--- src/rtl/burst_addr_gen_pkg.sv ---
// Shared types and elaboration helpers for the burst address generator.
// Used by burst_addr_gen (optional status outputs behind BURST_ADDR_GEN_STATUS_EN).
package burst_addr_gen_pkg;

  typedef enum logic [1:0] {IDLE, RUN, DONE} state_t;

  // log2 of a power-of-two stride; evaluated at elaboration time only.
  function automatic int unsigned stride_log2(input int unsigned stride);
    int unsigned r;
    r = 0;
    for (int i = 0; i < 32; i++) begin
      if ((stride >> i) == 32'd1) r = unsigned'(i);
    end
    return r;
  endfunction

endpackage

`ifndef BURST_ADDR_GEN_ASSERT_POW2
`define BURST_ADDR_GEN_ASSERT_POW2(val, maxv) \
  if ((val) == 0 || (((val) & ((val) - 1)) != 0) || (val) > (maxv)) begin : g_stride_check \
    $error("STRIDE must be a power of two within range"); \
  end
`endif

--- src/rtl/burst_offset_cnt.sv ---
// Beat offset counter: steps by STRIDE, optionally wrapping to 0 at a ring window.
module burst_offset_cnt
  import burst_addr_gen_pkg::*;
#(
  parameter int unsigned LEN_W  = 16,
  parameter int unsigned STRIDE = 8
) (
  input  logic             clk,
  input  logic             rst,
  input  logic             clr,
  input  logic             inc,
  input  logic [LEN_W-1:0] win,
  output logic [LEN_W:0]   off
);

  localparam logic [LEN_W:0] STEP = (LEN_W + 1)'(STRIDE);

  logic [LEN_W:0] off_q, off_d, off_inc;

  always_comb begin
    off_inc = off_q + STEP;
    off_d   = off_q;
    if (clr) begin
      off_d = '0;
    end else if (inc) begin
      // win == 0 selects linear addressing
      if (win != '0 && off_inc >= {1'b0, win}) off_d = '0;
      else                                     off_d = off_inc;
    end
  end

  always_ff @(posedge clk or posedge rst) begin
    if (rst) off_q <= '0;
    else     off_q <= off_d;
  end

  assign off = off_q;

endmodule

--- src/rtl/burst_addr_gen.sv ---
// Burst beat address generator with valid/ready issue and one-cycle done pulse.
// Optional beats_left/wrapped status outputs enabled by BURST_ADDR_GEN_STATUS_EN.
module burst_addr_gen
  import burst_addr_gen_pkg::*;
#(
  parameter int unsigned ADDR_W = 16,
  parameter int unsigned LEN_W  = 16,
  parameter int unsigned STRIDE = 8
) (
  input  logic              clk,
  input  logic              rst,
  input  logic              load,
  input  logic [ADDR_W-1:0] s_addr,
  input  logic [LEN_W-1:0]  len,
  input  logic [LEN_W-1:0]  win,
  output logic [ADDR_W-1:0] addr,
  output logic              addr_valid,
  input  logic              addr_ready,
  output logic              busy,
  output logic              done
`ifdef BURST_ADDR_GEN_STATUS_EN
  ,
  output logic [LEN_W-1:0]  beats_left,
  output logic              wrapped
`endif
);

  localparam int unsigned    SUM_W = (ADDR_W > LEN_W + 1) ? ADDR_W : LEN_W + 1;
  localparam logic [LEN_W:0] STEP  = (LEN_W + 1)'(STRIDE);

  `BURST_ADDR_GEN_ASSERT_POW2(STRIDE, 2 ** (LEN_W - 1))

  state_t            state_q, state_d;
  logic [ADDR_W-1:0] base_q;
  logic [LEN_W-1:0]  len_q, win_q;
  logic [LEN_W:0]    cnt_q, off;
  logic              hs, last_beat, off_inc;

  assign hs        = (state_q == RUN) && addr_ready;
  assign last_beat = (cnt_q + STEP) >= {1'b0, len_q};
  // Offset freezes on the final beat so addr keeps showing the last issued beat in DONE.
  assign off_inc   = hs && !last_beat && !load;

  always_comb begin
    state_d = state_q;
    if (load) begin
      state_d = (len != '0) ? RUN : DONE;
    end else begin
      unique case (state_q)
        IDLE:    state_d = IDLE;
        RUN:     if (hs && last_beat) state_d = DONE;
        DONE:    state_d = IDLE;
        default: state_d = IDLE;
      endcase
    end
  end

  always_ff @(posedge clk or posedge rst) begin
    if (rst) begin
      state_q <= IDLE;
      base_q  <= '0;
      len_q   <= '0;
      win_q   <= '0;
      cnt_q   <= '0;
    end else begin
      state_q <= state_d;
      if (load) begin
        base_q <= s_addr;
        len_q  <= len;
        win_q  <= win;
        cnt_q  <= '0;
      end else if (hs) begin
        cnt_q <= cnt_q + STEP;
      end
    end
  end

  burst_offset_cnt #(
    .LEN_W  (LEN_W),
    .STRIDE (STRIDE)
  ) u_offset_cnt (
    .clk (clk),
    .rst (rst),
    .clr (load),
    .inc (off_inc),
    .win (win_q),
    .off (off)
  );

  assign addr       = ADDR_W'(SUM_W'(base_q) + SUM_W'(off));
  assign addr_valid = (state_q == RUN);
  assign busy       = (state_q == RUN);
  assign done       = (state_q == DONE);

`ifdef BURST_ADDR_GEN_STATUS_EN
  localparam int unsigned    STRIDE_LOG2 = stride_log2(STRIDE);
  localparam logic [LEN_W:0] STEP_M1     = (LEN_W + 1)'(STRIDE - 1);

  logic wrapped_q;

  assign beats_left = (state_q == RUN) ?
                      LEN_W'(({1'b0, len_q} - cnt_q + STEP_M1) >> STRIDE_LOG2) : '0;

  always_ff @(posedge clk or posedge rst) begin
    if (rst) begin
      wrapped_q <= 1'b0;
    end else if (load) begin
      wrapped_q <= 1'b0;
    end else if (hs && win_q != '0 && (off + STEP) >= {1'b0, win_q}) begin
      wrapped_q <= 1'b1;
    end
  end

  assign wrapped = wrapped_q;
`endif

endmodule

--- config.mk ---
export PLATFORM = sky130hd
export DESIGN_NAME = burst_addr_gen
export DESIGN_NICKNAME = d
export VERILOG_FILES = /design/src/rtl/burst_addr_gen_pkg.sv /design/src/rtl/burst_offset_cnt.sv /design/src/rtl/burst_addr_gen.sv
export SDC_FILE = /design/constraint.sdc
export NUM_CORES = 1
export LEC_CHECK = 0
export ABC_AREA = 1
export BUFFER_PORTS_ARGS = -buffer_cell sky130_fd_sc_hd__clkbuf_2
export CORE_MARGIN = 2
export CORE_UTILIZATION = 41
export DETAILED_ROUTE_END_ITERATION = 10
export GPL_ROUTABILITY_DRIVEN = 0
export PLACE_DENSITY_LB_ADDON = 0.1
export SETUP_SLACK_MARGIN = 0.1
export SLEW_MARGIN = 25
export SYNTH_ARGS = -nofsm -noshare
export SYNTH_HDL_FRONTEND = slang
export SYNTH_SLANG_ARGS = --single-unit
--- constraint.sdc ---
create_clock -name clk -period 6.36 [get_ports clk]
set_clock_uncertainty 0.15 [all_clocks]
set_input_delay 0.318 -clock clk [delete_from_list [all_inputs] [get_ports clk]]
set_output_delay 0.318 -clock clk [all_outputs]
set_load 0.005 [all_outputs]
=== Word-level counts from Yosys, hierarchy flattened ===
Cells that the tools add are included.

* $add $sub $neg: 3
* $lt $le $gt $ge: 2
* Equal/unequal tests: 3
* Muxes and demuxes: 9
* Reduce and logical (&&, ||, !) cells: 11

{| class="wikitable"
|+ Operators with widths
! kind !! count
|-
| 17-bit 2-to-1 mux || 5
|-
| 17-bit by 4-bit adder with 17-bit output (second input constant) || 2
|-
| 17-bit by 16-bit greater-or-equal comparator with 1-bit output || 2
|-
| 16-bit nonzero test || 2
|-
| 16-bit adder || 1
|-
| 2-bit 2-to-1 mux || 4
|-
| 1-bit logical AND || 5
|-
| 2-bit nonzero test || 2
|-
| 3-bit by 2-bit != test with 1-bit output (second input constant) || 1
|-
| 2-bit by 1-bit == test with 1-bit output (second input constant) || 1
|-
| 2-bit == test (second input constant) || 1
|-
| 1-bit zero test || 2
|}

* Bits in registers: 84
* Input port bits: 52
* Output and inout port bits: 19
* Word-level logic and storage cells: 34

=== Depth between registers and ports, before layout ===
* Depth in word-level cells: 7
* Gate-level depth with buffers: 20
* Mapped depth without buffers: 19

=== Cells and area by module ===
A second synthesis with hierarchy kept.

* Cell total of the unflattened synthesis: 694
* Area, all modules: 5114.9 sq um

{| class="wikitable"
|+ By module, submodules not included
! module !! times used !! cells an instance !! area an instance (sq um) !! sequential area each (sq um)
|-
| burst_addr_gen || 1 || 490 || 3779.9 || 1601.5
|-
| burst_offset_cnt || 1 || 204 || 1335.0 || 350.3
|}

=== Worst setup path before layout ===
Ideal clock, no wire load.

* Path type: register to register
* Start point: register cnt_q[3]
* End point: register u_offset_cnt.off_q[8], in the netlist u_offset_cnt.off[8]
* Setup time: 0.119 ns
* Arrival time: 2.701 ns
* Slack: 3.391 ns
* Stages on the path, launching flop included: 19
* Clock period less this slack: 2.969 ns
* Path through: dfrtp_1 -> ha_1 -> nand3_1 -> nor3_1 -> nand2_1 -> nor3_1 -> nand3_1 -> xor2_1 -> inv_1 -> ha_1 -> nand2_1 -> inv_1 -> a221oi_1 -> nand3_2 -> nor2_4 -> nor2_2 -> buf_6 -> nand2_1 -> nand2_1

* Word-level cells in the longest chain between the ends: 6

{| class="wikitable"
|+ RTL lines
! what !! RTL line !! text
|-
| from (decl) || burst_addr_gen.sv:36 || <nowiki>logic [LEN_W:0] cnt_q, off;</nowiki>
|-
| from (signal assigned) || burst_addr_gen.sv:73 || <nowiki>cnt_q <= cnt_q + STEP;</nowiki>
|-
| 17-bit by 4-bit adder with 17-bit output || burst_addr_gen.sv:40 || <nowiki>assign last_beat = (cnt_q + STEP) >= {1'b0, len_q};</nowiki>
|-
| 17-bit by 16-bit greater-or-equal comparator with 1-bit output || burst_addr_gen.sv:40 ||
|-
| 1-bit zero test || burst_addr_gen.sv:42 || <nowiki>assign off_inc = hs && !last_beat && !load;</nowiki>
|-
| 1-bit logical AND (2 in a row) || burst_addr_gen.sv:42 ||
|-
| 2-bit nonzero test (no line) || - ||
|-
| to (signal assigned) || burst_offset_cnt.sv:33 || <nowiki>if (rst) off_q <= '0;</nowiki>
|-
| to (signal assigned) || burst_offset_cnt.sv:34 || <nowiki>else off_q <= off_d;</nowiki>
|-
| to (decl) || burst_offset_cnt.sv:18 || <nowiki>logic [LEN_W:0] off_q, off_d, off_inc;</nowiki>
|}

No other way between the ends.
A chain may end at the register's enable or synchronous reset.

=== Final worst setup path ===
* Start point: register cnt_q[3]
* End point: register u_offset_cnt.off_q[16], in the netlist u_offset_cnt.off[16]

The elaborated chain is that of the path after synthesis.

==> out/results.md <==
| Metric | Reported | Unit |
|:---|:---|:---|
| Result of the run | finished with violations | - |
| Failing checks | hold timing | - |
| Syn. warnings | 0 | - |
| Clock sink count | 78 | - |
| Number of top-level pins | 71 | - |
| Crit path launch | cnt_q[3]$_DFFE_PP0N_ | - |
| Core Area | 11,300 | sq um |
| Final antenna-violating net count | 0 | - |
| Netlist cell types | 33 | - |
| Later-pin clock latency in the skew report | 0.34 | ns |
| Number of iterations in the first detailed-routing pass | 6 | - |
| Final worst hold slack | -0.0137 | ns |
| FF/Latch Area | 1950 | sq um |
| Worst IR drop on VDD | 0.101 | mV |
| Biggest area contributors in the synthesized netlist | sky130_fd_sc_hd__dfrtp_1 (42%), sky130_fd_sc_hd__nand2_1 (15%), sky130_fd_sc_hd__ha_1 (11%) | - |
| Via count of the first global-routing pass | 3,821 | - |
| Share of the synthesized area in the top cell type | 41.5 | % |
| Peak clock frequency supported by timing | 289 | MHz |
| Setup crit start kind | register | - |
| Library cell with the largest summed area after synthesis | sky130_fd_sc_hd__dfrtp_1 | - |
| Proportion of layout cells with a drive suffix above 1 | 15.0 | % |
| Total negative slack | 0 | ns |
| CP max-delay cell | sky130_fd_sc_hd__dfrtp_1 | - |
| Cell area after synthesis | 4700 | sq um |
| Final setup vio count | 0 | - |
| Clock tree root driver cell | sky130_fd_sc_hd__clkbuf_16 | - |
| Number of placement rows | 39 | - |
| Share of the clock period used by the worst path after layout | 54.4 | % |
| Fraction of power consumed by the clock network | 40.2 | % |
| Worst Reg2Reg Path Length in Cells | 17 | - |
| Number of buffer cells added on primary ports | 70 | - |
| Sequential power share | 46.2 | % |
| Average instance area after synthesis | 7.94 | sq um |
| Initial Utilization | 41.5 | % |
| Top fanout value on the critical path | 14 | - |
| Vias | 3,862 | - |
| Buffer depth of the longest clock path | 2 | - |
| Register area share after synthesis | 41.5 | % |
| Critical Path Sink Type | register | - |
| Net Count, Synth | 684 | - |
| Clock-pin slew of the registers on the worst-case setup and hold paths | 0.06 | ns |
| Power per standard cell area | 217 | nW/um^2 |
| Number of setup buffers added after CTS | 0 | - |
| Area growth syn-to-layout | 15.0 | % |
| Pin count of the biggest net entering global routing | 83 | - |
| Leakage | 3.03 | nW |
| Via-to-Cell Ratio | 4.82 | - |
| Detailed-route wire length per cell | 12.7 | um |
| Number of synthesized register bits | 78 | - |
| Share of power burned in combinational logic | 13.6 | % |
| Slew Limit Fails | 0 | - |
| Data arrival, critical path | 3.53 | ns |
| Vert. Die Dim | 111 | um |
| Post-Syn Instances | 592 | - |
| Crit-path cells | ha_1 -> nand3_1 -> nor3_1 -> nand2_1 -> nor3_1 -> nand3_1 -> xor2_1 -> inv_1 -> ha_1 -> nand2_1 -> inv_1 -> a221oi_1 -> nand3_2 -> nor2_4 -> nor2_2 -> nand2_1 -> nand2_1 | - |
| Residual overflow from global routing | 0 | - |
| Final antenna diode count | 0 | - |
| Crit Reg-Reg Startpoint | cnt_q[3]$_DFFE_PP0N_ | - |
| Residual DRC count | 0 | - |
| DRT Wirelength | 10,200 | um |
| Post-layout net count | 746 | - |
| Global Route Usage Sum | 17.5 | % |
| Initial detailed-routing violation count | 172 | - |
| Area taken by multi-input logic gates | 2330 | sq um |
| Total die area | 12,300 | sq um |
| Wire length of the first global-routing pass | 17,500 | um |
| Final period demand of the worst path | 3.46 | ns |
| Total of cells resized after clock tree synthesis | 0 | - |
| Final HPWL DP | 7540 | um |
| Cell mode on critical path | sky130_fd_sc_hd__nand2_1 | - |
| Post-CTS Hold Fix Bufs | 0 | - |
| Number of fill cells | 1,131 | - |
| Die Span X | 111 | um |
| Fin. Hold Viols | 9 | - |
| Class of the worst hold path | in -> async | - |
| Net switching power figure | 0.000301 | W |
| Maxcap violations | 0 | - |
| R2R setup slack | 2.90 | ns |
| Internal Pwr Total | 0.000870 | W |
| Tightest slew margin relative to the limit | 31.6 | % |
| Req. time, crit path | 6.43 | ns |
| Slew at the pin closest to its max-slew limit | 1.02 | ns |
| # H-tree levels | 3 | - |
| Switching power share of the total | 25.7 | % |
| Startpoint-to-endpoint class of the critical path | reg -> reg | - |
| RSZ-0062 raised after global routing | no | - |
| Terminus of the critical flop-to-flop path | u_offset_cnt.off[16]$_DFFE_PP0P_ | - |
| TritonCTS Buffers | 9 | - |
| Clock tree from TritonCTS | yes | - |
| Antenna violations before repair | 0 | - |
| Largest stage delay, worst path | 0.36 | ns |
==> routing by layer <==
| metal | vias to the layer above | part of all wire (%) | GRT usage (%) |
|---|---|---|---|
| met1 | 1766 | 50 | 24.5 |
| li1 | 2019 | - | - |
| met5 | - | 0 | 0 |
| met4 | 0 | 1.0 | 7.00 |
| met2 | 68 | 45 | 27.3 |
| met3 | 9 | 3.9 | 2.79 |
==> power groups by stage <==
stage	clock, W	sequential (W)	combinational, W
finish	0.000471	0.000542	0.000159
global route	0.000504	0.000546	0.000186
CTS	0.000484	0.000542	0.000163
detailed placement	0	0.000551	0.000161
global placement	0	0.000550	0.000158
floorplan	0	0.000547	0.000110
==> layout make-up <==
| type | instances | share of cell area [%] |
|---|---|---|
| clock inverters | 1 | 0.0925 |
| multi-input cells | 411 | 43.1 |
| clock buffers | 14 | 4.88 |
| inverters | 82 | 5.69 |
| well taps | 143 | 3.31 |
| flip-flops and latches | 78 | 36.1 |
| repair buffers | 72 | 6.82 |
==> sequential cells by signal (all words and copies together), names as in the netlist <==
register and flops:
base_q 16, len_q 16, win_q 16, cnt_q 14
u_offset_cnt.off 14, state_q 2
==> worst max-delay path by stage <==
stage / slack [ns] / endpoint
floorplan: 3.39 / u_offset_cnt.off[8]$_DFFE_PP0P_
global placement: 3.00 / u_offset_cnt.off[15]$_DFFE_PP0P_
detailed placement: 2.88 / u_offset_cnt.off[5]$_DFFE_PP0P_
CTS: 2.86 / u_offset_cnt.off[5]$_DFFE_PP0P_
global route: 2.46 / u_offset_cnt.off[5]$_DFFE_PP0P_
finish: 2.90 / u_offset_cnt.off[16]$_DFFE_PP0P_
==> synth_stat cells (all sizes together) <==
master,number
a221oi,2
clkbuf,11
o21a,1
a21oi,19
o21bai,2
o22ai,5
and3,1
dfrtp,78
or2,2
ha,40
o21ai,40
nor2,25
buf,10
a21o,4
xnor2,6
nand4,18
nand2,188
o31ai,1
inv,80
xor2,27
nor4,7
clkinv,2
nand3,11
nor3,12
==> through the flow <==
stage / utilization, % / setup slack, ns / instance area, sq um / total power, W / instances
finish: 47.8 / 2.90 / 5410 / 0.00117 / 801
global route: 47.8 / 2.46 / 5410 / 0.00124 / 801
CTS: 47.7 / 2.86 / 5410 / 0.00119 / 801
detailed placement: 45.4 / 2.88 / 5140 / 0.000712 / 786
global placement: 45.4 / 3.00 / 5140 / 0.000708 / 786
floorplan: - / 3.39 / 4700 / 0.000656 / 592
==> cell families (layout without fill, tap and decap cells) <==
logic type / Yosys count / in the layout / synth area share (%)
AOI/OAI and AO/OA: 74 / 74 / 8.60
DFF: 78 / 78 / 41.5
and+or+nand+nor: 264 / 264 / 24.1
buffers and inverters: 103 / 169 / 8.89
xor gates and xnor gates: 33 / 33 / 6.31
adders and majority gates: 40 / 40 / 10.6
==> worst max-delay path, delay by kind of cell (launching register included) <==
| kind | cells | cell delay, ns |
|---|---|---|
| xor+xnor | 1 | 0.18 |
| compound gates | 1 | 0.30 |
| flops | 1 | 0.36 |
| simple gates | 11 | 1.77 |
| buf+inv | 2 | 0.10 |
| fa+ha+maj | 2 | 0.47 |
==> placed cells by master (no fill, tap or decap), types with 3 or more instances in the layout <==
cell,netlist,final
sky130_fd_sc_hd__nand4_1,18,18
sky130_fd_sc_hd__nand3_1,9,9
sky130_fd_sc_hd__clkbuf_1,11,3
sky130_fd_sc_hd__clkbuf_16,0,9
sky130_fd_sc_hd__xor2_1,26,26
sky130_fd_sc_hd__a21o_1,4,4
sky130_fd_sc_hd__inv_1,76,75
sky130_fd_sc_hd__a21oi_1,19,19
sky130_fd_sc_hd__nor3_1,11,11
sky130_fd_sc_hd__dfrtp_1,78,78
sky130_fd_sc_hd__clkbuf_2,0,70
sky130_fd_sc_hd__nor4_1,7,7
sky130_fd_sc_hd__ha_1,40,40
sky130_fd_sc_hd__nor2_1,21,21
sky130_fd_sc_hd__inv_2,4,5
sky130_fd_sc_hd__xnor2_1,6,6
sky130_fd_sc_hd__o22ai_1,5,5
sky130_fd_sc_hd__o21ai_0,40,40
sky130_fd_sc_hd__nand2_1,188,188
Note: power is estimated with default switching activity, not from simulation.
